==> src/rtl/led16_refresh_tick.sv <==
// Refresh-tick generator for the 16-LED serial shift driver.
// Produces a one-cycle load strobe every PERIOD enabled cycles. It also serves
// on-demand refresh requests, but never sooner than MIN_GAP cycles after the
// previous strobe, so the driver always finishes its 16-bit shift first.
module led16_refresh_tick #(
    parameter int PERIOD  = 1_000_000,
    parameter int MIN_GAP = 32,
    localparam int CNT_W  = $clog2(PERIOD)
) (
    input  logic             clk,
    input  logic             rst,
    input  logic             en,
    input  logic             refresh_req,
    output logic             clk_for_led,
    output logic [CNT_W-1:0] cnt
);

    // Terminal counts, pre-sized to the counter width so that every compare is
    // width-matched.
    localparam logic [CNT_W-1:0] PERIOD_LAST = CNT_W'(PERIOD - 1);
    localparam logic [CNT_W-1:0] GAP_LAST    = CNT_W'(MIN_GAP - 1);

    // A strobe must leave room for 1 load + 16 shift + 1 idle cycle. The
    // periodic interval cannot be shorter than that minimum spacing.
    if (MIN_GAP < 18) begin : g_badGap
        $error("led16_refresh_tick: MIN_GAP (%0d) must be >= 18", MIN_GAP);
    end
    if (PERIOD < MIN_GAP) begin : g_badPeriod
        $error("led16_refresh_tick: PERIOD (%0d) must be >= MIN_GAP (%0d)", PERIOD, MIN_GAP);
    end

    logic [CNT_W-1:0] r_cnt;
    logic             r_pend;
    logic             r_strobe;

    logic             w_periodDone;
    logic             w_gapOk;
    logic             w_reqLive;
    logic             w_fire;

    // Fire decision: periodic expiry, or an outstanding/new request once the
    // minimum gap has elapsed. A request that coincides with expiry still
    // produces only one strobe, because both sources share this single term.
    always_comb begin
        w_periodDone = (r_cnt == PERIOD_LAST);
        w_gapOk      = (r_cnt >= GAP_LAST);
        w_reqLive    = r_pend | refresh_req;
        w_fire       = w_periodDone | (w_reqLive & w_gapOk);
    end

    // Counter, pending-request latch and strobe register. When en is low the
    // counter freezes and strobes are blocked, but requests are still latched.
    always_ff @(posedge clk) begin
        if (rst) begin
            r_cnt    <= '0;
            r_pend   <= 1'b0;
            r_strobe <= 1'b0;
        end else if (en) begin
            if (w_fire) begin
                r_cnt    <= '0;
                r_strobe <= 1'b1;
                r_pend   <= 1'b0;
            end else begin
                r_cnt    <= r_cnt + 1'b1;
                r_strobe <= 1'b0;
                r_pend   <= w_reqLive;
            end
        end else begin
            r_strobe <= 1'b0;
            r_pend   <= w_reqLive;
        end
    end

    assign clk_for_led = r_strobe;
    assign cnt         = r_cnt;

    // The strobe can never repeat on consecutive cycles, because a fire always
    // restarts the counter at zero, below the gap threshold.
    property p_noBackToBack;
        @(posedge clk) disable iff (rst) r_strobe |=> !r_strobe;
    endproperty
    a_noBackToBack: assert property (p_noBackToBack);

    // The counter only wraps through a fire, so it stays inside the period.
    property p_cntInRange;
        @(posedge clk) disable iff (rst) r_cnt <= PERIOD_LAST;
    endproperty
    a_cntInRange: assert property (p_cntInRange);

endmodule

==> config.mk <==
export PLATFORM = sky130hd
export DESIGN_NAME = led16_refresh_tick
export DESIGN_NICKNAME = d
export VERILOG_FILES = /design/src/rtl/led16_refresh_tick.sv
export SDC_FILE = /design/constraint.sdc
export NUM_CORES = 1
export LEC_CHECK = 0
export CAP_MARGIN = 10
export CORE_UTILIZATION = 40
export CTS_BUF_LIST = sky130_fd_sc_hd__clkbuf_8
export DETAILED_ROUTE_END_ITERATION = 16
export DONT_BUFFER_PORTS = 1
export HOLD_SLACK_MARGIN = 0.1
export PLACE_DENSITY_LB_ADDON = 0.2
export SYNTH_ARGS = -nofsm -noshare
export SYNTH_HDL_FRONTEND = slang
export SYNTH_SLANG_ARGS = --single-unit
==> constraint.sdc <==
create_clock -name clk -period 2.1 [get_ports clk]
set_clock_uncertainty 0.05 [all_clocks]
set_input_delay 0.21 -clock clk [delete_from_list [all_inputs] [get_ports clk]]
set_output_delay 0.21 -clock clk [all_outputs]
set_load 0.02 [all_outputs]
# Yosys cells after proc, flatten, opt, wreduce, memory -nomap -nowiden
# Cells that the tools add are included.
[totals]
register_bits = 22
inputBits = 4
output_inout_bits = 21
[classes]
n_addsub = 1
order_cmp = 1
eq_ne = 1
muxes = 4
bitwise = 4
n_reduce_logical = 1
[op_table]
columns = ["op", "count"]
rows = [
  ["20-bit by 1-bit adder with 20-bit output (second input constant)", 1],
  ["20-bit equality test (second input constant)", 1],
  ["20-bit by 5-bit >= comparator with 1-bit output (second input constant)", 1],
  ["20-bit two-way mux", 1],
  ["1-bit two-way mux", 3],
  ["1-bit OR", 2],
  ["2-bit OR reduction", 1],
  ["1-bit AND", 1],
  ["1-bit inverter", 1],
]

# Depth between registers and ports, before layout
# Gate-level depths: netlist of the first run.
[logic_depth]
word_depth = 5
mapped_depth = 7
depth_no_buf = 6

# Worst setup path before layout of the first run
# Ideal clock, no wire load.
[synth_timing]
path_type = "register -> register"
from = "register r_cnt[0] (netlist: cnt[0])"
to = "register r_cnt[18] (netlist: cnt[18])"
setup_ns = 0.115
t_arrival_ns = 1.740
t_required_ns = 1.935
setup_slack_ns = 0.194
path_stages_with_launch = 7
n_path_buf = 0
synth_period_minus_slack_ns = 1.906
path_cell_list = "dfxtp_1 ha_1 nand3_1 or4_4 nor3_1 xnor2_1 nor2_2"
[synth_via]
elab_chain_cells = 4
[synth_rtl]
columns = ["element", "line", "source"]
rows = [
  ["start, declared", "32", "logic [CNT_W-1:0] r_cnt;"],
  ["start signal, assigned", "64", "r_cnt <= r_cnt + 1'b1;"],
  ["20-bit by 5-bit >= comparator with 1-bit output", "46", "w_gapOk = (r_cnt >= GAP_LAST);"],
  ["1-bit AND", "48", "w_fire = w_periodDone | (w_reqLive & w_gapOk);"],
  ["1-bit OR", "48", ""],
  ["20-bit two-way mux (*)", "59", "if (w_fire) begin"],
]
# Mark *: on every way between the ends. The rest lies on a longest branch, timed or not.
# A chain may end at the register's enable or synchronous reset.

# Worst setup path in the final report of the first run
[layout_timing]
from = "register r_cnt[10] (netlist: cnt[10])"
to = "register r_cnt[17] (netlist: cnt[17])"
# Same word-level chain as after synthesis.

==> flow_metrics.py, run 1 <==
metrics = {
    "global_routing": {
        "grt_first_pass_wirelength_um": 3843,
        "grt_usage_pct": 18.58,
        "overflow": 0,
        "grt_max_degree": 17,
        "grt_pass1_vias": 854,
        "antenna_found_initial": 0,
    },
    "setup_path": {
        "slowest_delay_ns": 0.67,
        "startpoint_type": "register",
        "crit_fanout": 6,
        "crit_path_top_delay_cell": "or4_1",
        "crit_required_ns": 2.20,
        "path_cells": "inv_1 > or4_1 > nor3_2 > xnor2_1 > nor2_2",
        "end_kind": "register",
        "worstPathArrival_ns": 1.93,
        "worstSetupPathType": "register to register",
    },
    "final_layout": {
        "area_growth_pct": 20.44,
        "drive_gt1_share_pct": 20.13,
        "final_nets": 156,
        "postLayoutCoreUtil_pct": 51.60,
        "diodes": 0,
    },
    "synth": {
        "yosysTopAreaCell": "dfxtp_1",
        "yosysTopAreaCellShare_pct": 41.12,
        "synthFlopType": "dfxtp_1",
        "syn-cell-area_sq_um": 1071,
        "synth_area_per_cell_sq_um": 8.303,
        "syn_nets": 134,
        "synth_area_leaders": "dfxtp_1 41%, xnor2_1 9.8%, nor2_1 8.4%",
        "ys_warn_count": 0,
        "synthCells": 129,
        "synth-edff-count": 0,
        "synth_cell_types": 33,
        "yosysSeqAreaShare_pct": 41.12,
        "ys_seq_elements": 22,
        "async_reset_ff_share_pct": 0,
    },
    "clocking": {
        "postCtsHoldBufs": 3,
        "cts_sinks": 22,
        "postCtsSetupRepairBufs": 0,
        "clkLatencyLatePin_ns": 0.26,
        "ctsRootBufferMaster": "clkbuf_8",
        "cts_tree": "yes",
        "clk_pin_slew_ns": 0.08,
        "cts_buffer_depth": 2,
        "cts_resized": 0,
        "cts_buffers": 3,
        "h-tree-depth": 1,
    },
    "power_and_ir_drop": {
        "p_leak_nw": 0.4569,
        "vdd_drop_max_v": 0.0003611,
        "p_per_area_nw_per_um2": 555.4,
    },
    "sta": {
        "relSlewSlack_pct": 72.89,
        "worst_pin_slew_ns": 0.4030,
        "max_freq_mhz": 546.0,
        "setup_tns_ns": 0,
        "layout_min_cycle_time_ns": 1.831,
        "finalHoldViolCount": 0,
        "rsz0062_at_grt": "false",
        "finalMaxSlewViolations": 0,
        "setup_viol": 0,
        "finalCritPeriodShare_pct": 87.21,
    },
    "placement": {
        "portBuffers": 0,
        "globalplace.congestion": 0.7920,
        "post-dp-hpwl_um": 1766,
    },
    "detailed_routing": {
        "wl_per_cell_um": 13.51,
        "drcViolationCount": 0,
        "via_count": 945,
        "drt_iter0_markers": 15,
        "first_pass_iters": 4,
        "drt_wl_total_um": 2418,
        "viasPerCell": 5.279,
        "ant_nets": 0,
    },
    "run_status": {
        "status": "complete, no violations",
    },
    "floorplan": {
        "dieWidth_um": 53.75,
        "dieArea_sq_um": 2889,
        "core_sq_um": 2500,
        "initial_core_util_pct": 42.84,
        "num_io_pins": 25,
        "rows": 18,
        "fp.dieH_um": 53.75,
    },
    "min_path": {
        "worstHoldPathType": "primary input to register",
    },
    "job": {
        "cap_violations": 0,
    },
}
[state kept, by name (all words and copies together) (netlist names)]
register     flops
clk_for_led      1
cnt             20
r_pend           1
[through the flow]
step | hold WS (ns) | area, sq um | setup WS [ns] | power [W] | instances
detailed placement | 0.2329 | 1219 | 0.2732 | 0.0004612 | 173
floorplan | 0.2291 | 1071 | 0.1945 | 0.0004559 | 129
CTS | 0.1178 | 1290 | 0.2648 | 0.0007280 | 179
global placement | 0.2311 | 1219 | 0.2688 | 0.0004599 | 173
global route | 0.1353 | 1290 | 0.06188 | 0.0007426 | 179
finish | 0.1249 | 1290 | 0.2685 | 0.0007165 | 179
[final cells by class]
class | instances | area (sq um)
repair buffers | 21 | 165.2
clock buffers | 3 | 41.29
well taps | 30 | 37.54
inverters | 4 | 15.01
fillers | 250 | 1210
multi-input cells | 99 | 590.6
flip-flops and latches | 22 | 440.4
[final timing paths]
| path | start | to | slack, ns | cells past startpoint |
|---|---|---|---|---|
| worst max-delay path | cnt[10]$_SDFFE_PP0P_ | cnt[17]$_SDFFE_PP0P_ | 0.27 | 5 |
| worst min register to register | r_pend$_SDFF_PP0_ | r_pend$_SDFF_PP0_ | 0.47 | 2 |
| worst min-delay path | rst | cnt[11]$_SDFFE_PP0P_ | 0.12 | 3 |
| worst max register to register | cnt[10]$_SDFFE_PP0P_ | cnt[17]$_SDFFE_PP0P_ | 0.27 | 5 |
[critical path: cells and delay by family, from the launching register on]
family,cells,cell delay (ns)
buffers and inverters,1,0.09
DFF,1,0.52
xor gates and xnor gates,1,0.16
and+or+nand+nor,3,0.91
[cells in the final DEF (no fill, tap or decap), types with 2 or more instances in the layout]
cell,instances
nor2_1,24
dfxtp_1,22
buf_4,18
xnor2_1,12
nand2_1,10
nand4_1,9
nand3_1,8
nor4_1,4
inv_1,4
a21oi_1,4
xor2_1,3
nor2_2,3
clkbuf_8,3
dlygate4sd3_1,3
nor3_1,2
nand2b_1,2
nor3_2,2
[synth_stat cells (2+ instances only)]
master     n
nor2_1    24
dfxtp_1   22
xnor2_1   12
nand2_1   10
nand4_1    9
nand3_1    8
a21oi_1    4
inv_1      4
nor4_1     4
nor2_2     3
xor2_1     3
buf_2      2
nand2b_1   2
nor3_1     2
nor3_2     2
[power breakdown]
part	switching [W]	internal [W]
logic	0.0000208	0.0000135
registers	0.00000281	0.000421
clock network	0.000130	0.000128
total	0.000154	0.000562
[layer usage]
metal,part of all wire [%],GRT usage [%]
met1,46,24.10
met2,47,28.81
met3,4.8,4.520
met4,1.9,8.333
met5,0,0
[cell families after synthesis]
kind of cell	after synthesis	share of synthesized area, %
adders and majority gates	1	1.168
AOI/OAI and AO/OA	8	4.674
xor gates and xnor gates	15	12.27
DFF	22	41.12
buffers and inverters	8	3.738
and+or+nand+nor	75	37.04
(Power assumes the default switching activity.)
==> inputs of run 2 (changes only) <==
==> constraint.sdc (replaced) <==
create_clock -name clk -period 1.6 [get_ports clk]
set_clock_uncertainty 0.05 [all_clocks]
set_input_delay 0.16 -clock clk [delete_from_list [all_inputs] [get_ports clk]]
set_output_delay 0.16 -clock clk [all_outputs]
set_load 0.02 [all_outputs]
==> flow_metrics.py, run 2 (synthesis gave the netlist of run 1 again) <==
metrics = {
    "sta": {
        "finalMaxSlewViolations": 0,
        "rsz0062_at_grt": "true",
        "setup_tns_ns": -0.05951,
        "worst_pin_slew_ns": 0.3204,
        "relSlewSlack_pct": 78.46,
        "finalCritPeriodShare_pct": 101.8,
        "finalHoldViolCount": 0,
        "setup_viol": 4,
        "max_freq_mhz": 613.8,
        "layout_min_cycle_time_ns": 1.629,
        "worst_slack_ns": -0.02915,
    },
    "setup_path": {
        "end_kind": "register",
        "crit_path_top_delay_cell": "or4_4",
        "slowest_delay_ns": 0.47,
        "crit_required_ns": 1.72,
        "r2r_start": "cnt[7]$_SDFFE_PP0P_",
        "ff2ff_setup_slack_ns": -0.03,
        "worstSetupPathType": "register to register",
        "worstPathArrival_ns": 1.75,
        "worstRegToRegCells": 6,
        "reg2reg_to": "cnt[18]$_SDFFE_PP0P_",
        "startpoint_type": "register",
        "path_cells": "nand4_1 > buf_4 > or4_4 > nor3_4 > xnor2_1 > nor2_2",
        "crit_fanout": 4,
    },
    "final_layout": {
        "nFillCells": 200,
        "final_cell_mix": "32 x buf_4, 22 x nor2_1, 12 x xnor2_1",
        "final_common_cell": "buf_4",
        "area_growth_pct": 55.02,
        "final_nets": 174,
        "final_cell_area_sq_um": 1660,
        "diodes": 0,
        "largest_reg_flops": 20,
        "drive_gt1_share_pct": 48.21,
    },
    "placement": {
        "globalplace.congestion": 0.8057,
        "portBuffers": 0,
        "post-dp-hpwl_um": 1939,
        "place_area_sq_um": 1419,
        "dp_slack_ns": -0.07315,
    },
    "clocking": {
        "ctsRootBufferMaster": "clkbuf_8",
        "cts_tree": "yes",
        "h-tree-depth": 1,
        "clkLatencyLatePin_ns": 0.27,
        "clk_pin_slew_ns": 0.08,
        "cts_buffers": 3,
        "cts_buffer_depth": 2,
        "cts_sinks": 22,
    },
    "detailed_routing": {
        "drt_iter0_markers": 13,
        "wl_per_cell_um": 14.72,
        "viasPerCell": 5.364,
        "drt_wl_total_um": 2915,
        "ant_nets": 0,
        "drcViolationCount": 0,
        "first_pass_iters": 4,
        "via_count": 1062,
    },
    "global_routing": {
        "antenna_found_initial": 0,
        "grt_pass1_vias": 1000,
        "grt_first_pass_wirelength_um": 4478,
        "grt_max_degree": 17,
        "overflow": 0,
        "grt_usage_pct": 22.34,
    },
    "power_and_ir_drop": {
        "p_leak_nw": 0.6558,
        "p_total_w": 0.001129,
        "p_per_area_nw_per_um2": 680.1,
        "vdd_drop_max_v": 0.0006409,
    },
    "min_path": {
        "hold_end": "cnt[4]$_SDFFE_PP0P_",
        "hold_path_depth": 3,
        "hold_start": "en",
        "worstHoldPathType": "primary input to register",
    },
    "floorplan": {
        "num_io_pins": 25,
        "dieArea_sq_um": 2889,
        "rows": 18,
        "fp.dieH_um": 53.75,
        "core_sq_um": 2500,
        "dieWidth_um": 53.75,
        "initial_core_util_pct": 42.84,
    },
    "run_status": {
        "status": "finished with violations",
        "violations": "setup timing",
    },
    "job": {
        "cap_violations": 0,
    },
}
[run 2: changes by cell type in the layout (fill, tap and decap cells not counted), moves of 3 or more]
cell / delta
dfxtp_1: -13
buf_6: +4
nor4_1: -4
dfxtp_4: +9
buf_4: +14
nand3_1: -3
dfxtp_2: +4
[run 2: final cells by class]
cell class              instances  area [sq um]  share of cell area (%)
repair buffers                 39         315.3                   18.99
clock inverters                 1         30.03                   1.809
inverters                       4         15.01                  0.9043
multi-input cells              99         742.0                   44.69
well taps                      30         37.54                   2.261
flip-flops and latches         22         479.2                   28.86
clock buffers                   3         41.29                   2.487
[run 2: critical path, delay by kind of cell, from the launching register on]
| family | cells | cell delay [ns] |
|---|---|---|
| buf+inv | 1 | 0.16 |
| flops | 1 | 0.37 |
| simple gates | 4 | 0.81 |
| xor+xnor | 1 | 0.15 |
[run 2: through the flow]
stage	hold WS [ns]	utilization (%)	std cells
5_1_grt	0.1146	66.42	198
3_3_place_gp	0.1705	56.76	189
6_report	0.1120	66.42	198
2_1_floorplan	0.1694	-	129
3_5_place_dp	0.1731	56.76	189
4_1_cts	0.1085	63.56	198
[run 2: worst max path at each step]
stage                              from                    to  depth (start not counted)
finish              cnt[7]$_SDFFE_PP0P_  cnt[18]$_SDFFE_PP0P_                          6
global route        cnt[6]$_SDFFE_PP0P_   cnt[3]$_SDFFE_PP0P_                          7
CTS                 cnt[9]$_SDFFE_PP0P_  cnt[18]$_SDFFE_PP0P_                          6
detailed placement  cnt[5]$_SDFFE_PP0P_   cnt[4]$_SDFFE_PP0P_                          6
global placement    cnt[0]$_SDFFE_PP0P_  cnt[18]$_SDFFE_PP0P_                          6
floorplan           cnt[0]$_SDFFE_PP0P_  cnt[18]$_SDFFE_PP0P_                          6
[run 2: what timing repair did]
| action | CTS | global route |
|---|---|---|
| setup buffers | 2 | 0 |
| gates resized for setup | 9 | 15 |
| setup endpoints to repair | 19 | 22 |
| pin swaps | 5 | 7 |
| hold buffers | 3 | 0 |
| hold endpoints to repair | 7 | 0 |
[run 2: layer usage]
metal	vias to the layer above	global-route usage [%]	wire length, um
li1	532	-	-
met1	500	26.32	1270
met2	24	36.42	1440
met3	6	7.345	146
met4	0	10.09	57
met5	-	0	0
[run 2: power by group]
part           switching [W]  internal, W  leakage (nW)  total [W]
Combinational      0.0000319    0.0000289         0.433  0.0000607
Sequential        0.00000717     0.000540         0.187   0.000547
Clock               0.000187     0.000335        0.0357   0.000521
Total               0.000226     0.000904         0.656    0.00113
==> inputs of run 3 (changes only) <==
--- a/config.mk
+++ b/config.mk
@@ -11,7 +11,7 @@
 export DETAILED_ROUTE_END_ITERATION = 16
 export DONT_BUFFER_PORTS = 1
 export HOLD_SLACK_MARGIN = 0.1
-export PLACE_DENSITY_LB_ADDON = 0.2
+export PLACE_DENSITY = 0.67
 export SYNTH_ARGS = -nofsm -noshare
 export SYNTH_HDL_FRONTEND = slang
 export SYNTH_SLANG_ARGS = --single-unit
==> flow_metrics.py, run 3 (synthesis gave the netlist of run 1 again) <==
metrics = {
    "run_status": {
        "status": "finished with violations",
        "violations": "setup timing",
    },
    "clocking": {
        "clk_pin_slew_ns": 0.08,
        "cts_buffers": 3,
        "h-tree-depth": 1,
        "cts_tree": "yes",
        "ctsRootBufferMaster": "clkbuf_8",
        "cts_buffer_depth": 2,
        "cts_sinks": 22,
        "clkLatencyLatePin_ns": 0.26,
    },
    "detailed_routing": {
        "drt_iter0_markers": 18,
        "drcViolationCount": 0,
        "drt_wl_total_um": 2992,
        "first_pass_iters": 4,
        "ant_nets": 0,
        "via_count": 1085,
        "viasPerCell": 5.452,
        "wl_per_cell_um": 15.04,
    },
    "sta": {
        "relSlewSlack_pct": 75.97,
        "finalHoldViolCount": 0,
        "worst_pin_slew_ns": 0.3593,
        "holdWs_ns": 0.1297,
        "worst_slack_ns": -0.06989,
        "layout_min_cycle_time_ns": 1.670,
        "max_freq_mhz": 598.8,
        "finalCritPeriodShare_pct": 104.4,
        "rsz0062_at_grt": "true",
        "setup_viol": 4,
        "finalMaxSlewViolations": 0,
    },
    "final_layout": {
        "final_common_cell": "buf_4",
        "final_nets": 175,
        "drive_gt1_share_pct": 54.44,
        "area_growth_pct": 60.51,
        "final_cell_mix": "30 x buf_4, 18 x nor2_1, 12 x xnor2_1, 10 x dfxtp_4",
        "postLayoutCoreUtil_pct": 68.77,
        "largest_reg_flops": 20,
        "fin_cells": 199,
        "diodes": 0,
        "nFillCells": 178,
    },
    "power_and_ir_drop": {
        "p_leak_nw": 0.6555,
        "p_total_w": 0.001011,
        "p_per_area_nw_per_um2": 588.0,
        "vdd_drop_max_v": 0.0005089,
    },
    "setup_path": {
        "crit_path_top_delay_cell": "or4_4",
        "cp_top_family": "simple AND/OR/NAND/NOR gates",
        "ff2ff_setup_slack_ns": -0.07,
        "r2r_start": "cnt[8]$_SDFFE_PP0P_",
        "worstPathArrival_ns": 1.78,
        "end_kind": "register",
        "crit_buf_inv": 1,
        "startpoint_type": "register",
        "crit_required_ns": 1.71,
        "slowest_delay_ns": 0.46,
        "path_cells": "nand4_1 > buf_4 > or4_4 > nor3_4 > xnor2_1 > nor2_2",
        "reg2reg_to": "cnt[18]$_SDFFE_PP0P_",
        "worstRegToRegCells": 6,
        "crit_fanout": 4,
        "worstSetupPathType": "register to register",
    },
    "global_routing": {
        "overflow": 0,
        "grt_usage_pct": 21.54,
        "antenna_found_initial": 0,
        "grt_max_degree": 13,
        "grt_first_pass_wirelength_um": 4395,
        "grt_pass1_vias": 1016,
    },
    "min_path": {
        "worstHoldPathType": "primary input to register",
        "hold_path_depth": 3,
        "hold_end": "cnt[11]$_SDFFE_PP0P_",
        "hold_start": "refresh_req",
    },
    "floorplan": {
        "fp.dieH_um": 53.75,
        "rows": 18,
        "dieWidth_um": 53.75,
        "num_io_pins": 25,
        "core_sq_um": 2500,
        "dieArea_sq_um": 2889,
        "initial_core_util_pct": 42.84,
    },
    "placement": {
        "globalplace.congestion": 0.8232,
        "portBuffers": 0,
        "dp.cells": 189,
        "post-dp-hpwl_um": 2078,
        "dp_slack_ns": -0.1494,
    },
    "job": {
        "cap_violations": 0,
    },
}
run 3: final cells by class:
cell class	count	area (sq um)	share of cell area, %
Multi-Input combinational cell	99	792.0	46.07
Sequential cell	22	481.7	28.02
Inverter	4	15.01	0.8734
Clock buffer	4	55.05	3.202
Timing Repair Buffer	40	337.8	19.65
Tap cell	30	37.54	2.183
run 3: repair_timing:
action	4_1_cts	5_1_grt
pin swaps	5	15
endpoints found under the setup margin	22	22
hold buffers	3	0
buffers inserted	2	1
endpoints found under the hold margin	8	0
gates resized for setup	12	29
run 3: worst max-delay path by stage:
stage	start	end	slack [ns]	cells after the start
after floorplan	cnt[0]$_SDFFE_PP0P_	cnt[18]$_SDFFE_PP0P_	-0.04	6
after global placement	cnt[6]$_SDFFE_PP0P_	cnt[3]$_SDFFE_PP0P_	-0.07	7
after detailed placement	cnt[6]$_SDFFE_PP0P_	cnt[3]$_SDFFE_PP0P_	-0.15	7
after CTS	cnt[8]$_SDFFE_PP0P_	cnt[18]$_SDFFE_PP0P_	-0.06	6
after global routing	cnt[7]$_SDFFE_PP0P_	cnt[3]$_SDFFE_PP0P_	-0.12	7
final	cnt[8]$_SDFFE_PP0P_	cnt[18]$_SDFFE_PP0P_	-0.07	6
run 3: where the power goes:
| part | switching, W | internal, W |
|---|---|---|
| sequential | 0.00000767 | 0.000538 |
| combinational | 0.0000351 | 0.0000326 |
| clock | 0.000178 | 0.000219 |
| total | 0.000221 | 0.000790 |
run 3: worst register-to-register path: stages, from the launching register on:
cell	delay, ns
dfxtp_4	0.37
nand4_1	0.13
buf_4	0.16
or4_4	0.46
nor3_4	0.20
xnor2_1	0.16
nor2_2	0.04
run 3: stage by stage:
| stage | setup TNS (ns) | area [sq um] |
|---|---|---|
| after floorplan | -0.09053 | 1157 |
| after global placement | -0.4678 | 1419 |
| after detailed placement | -1.875 | 1419 |
| after CTS | -0.1327 | 1593 |
| after global routing | -1.190 | 1719 |
| final | -0.1290 | 1719 |
run 3: layer usage:
metal | routed length, um | global-route usage, % | vias up
li1 | - | - | 528
met1 | 1263 | 25.17 | 518
met2 | 1503 | 37.04 | 30
met3 | 154 | 4.802 | 9
met4 | 71 | 9.649 | 0
met5 | 0 | 0 | -
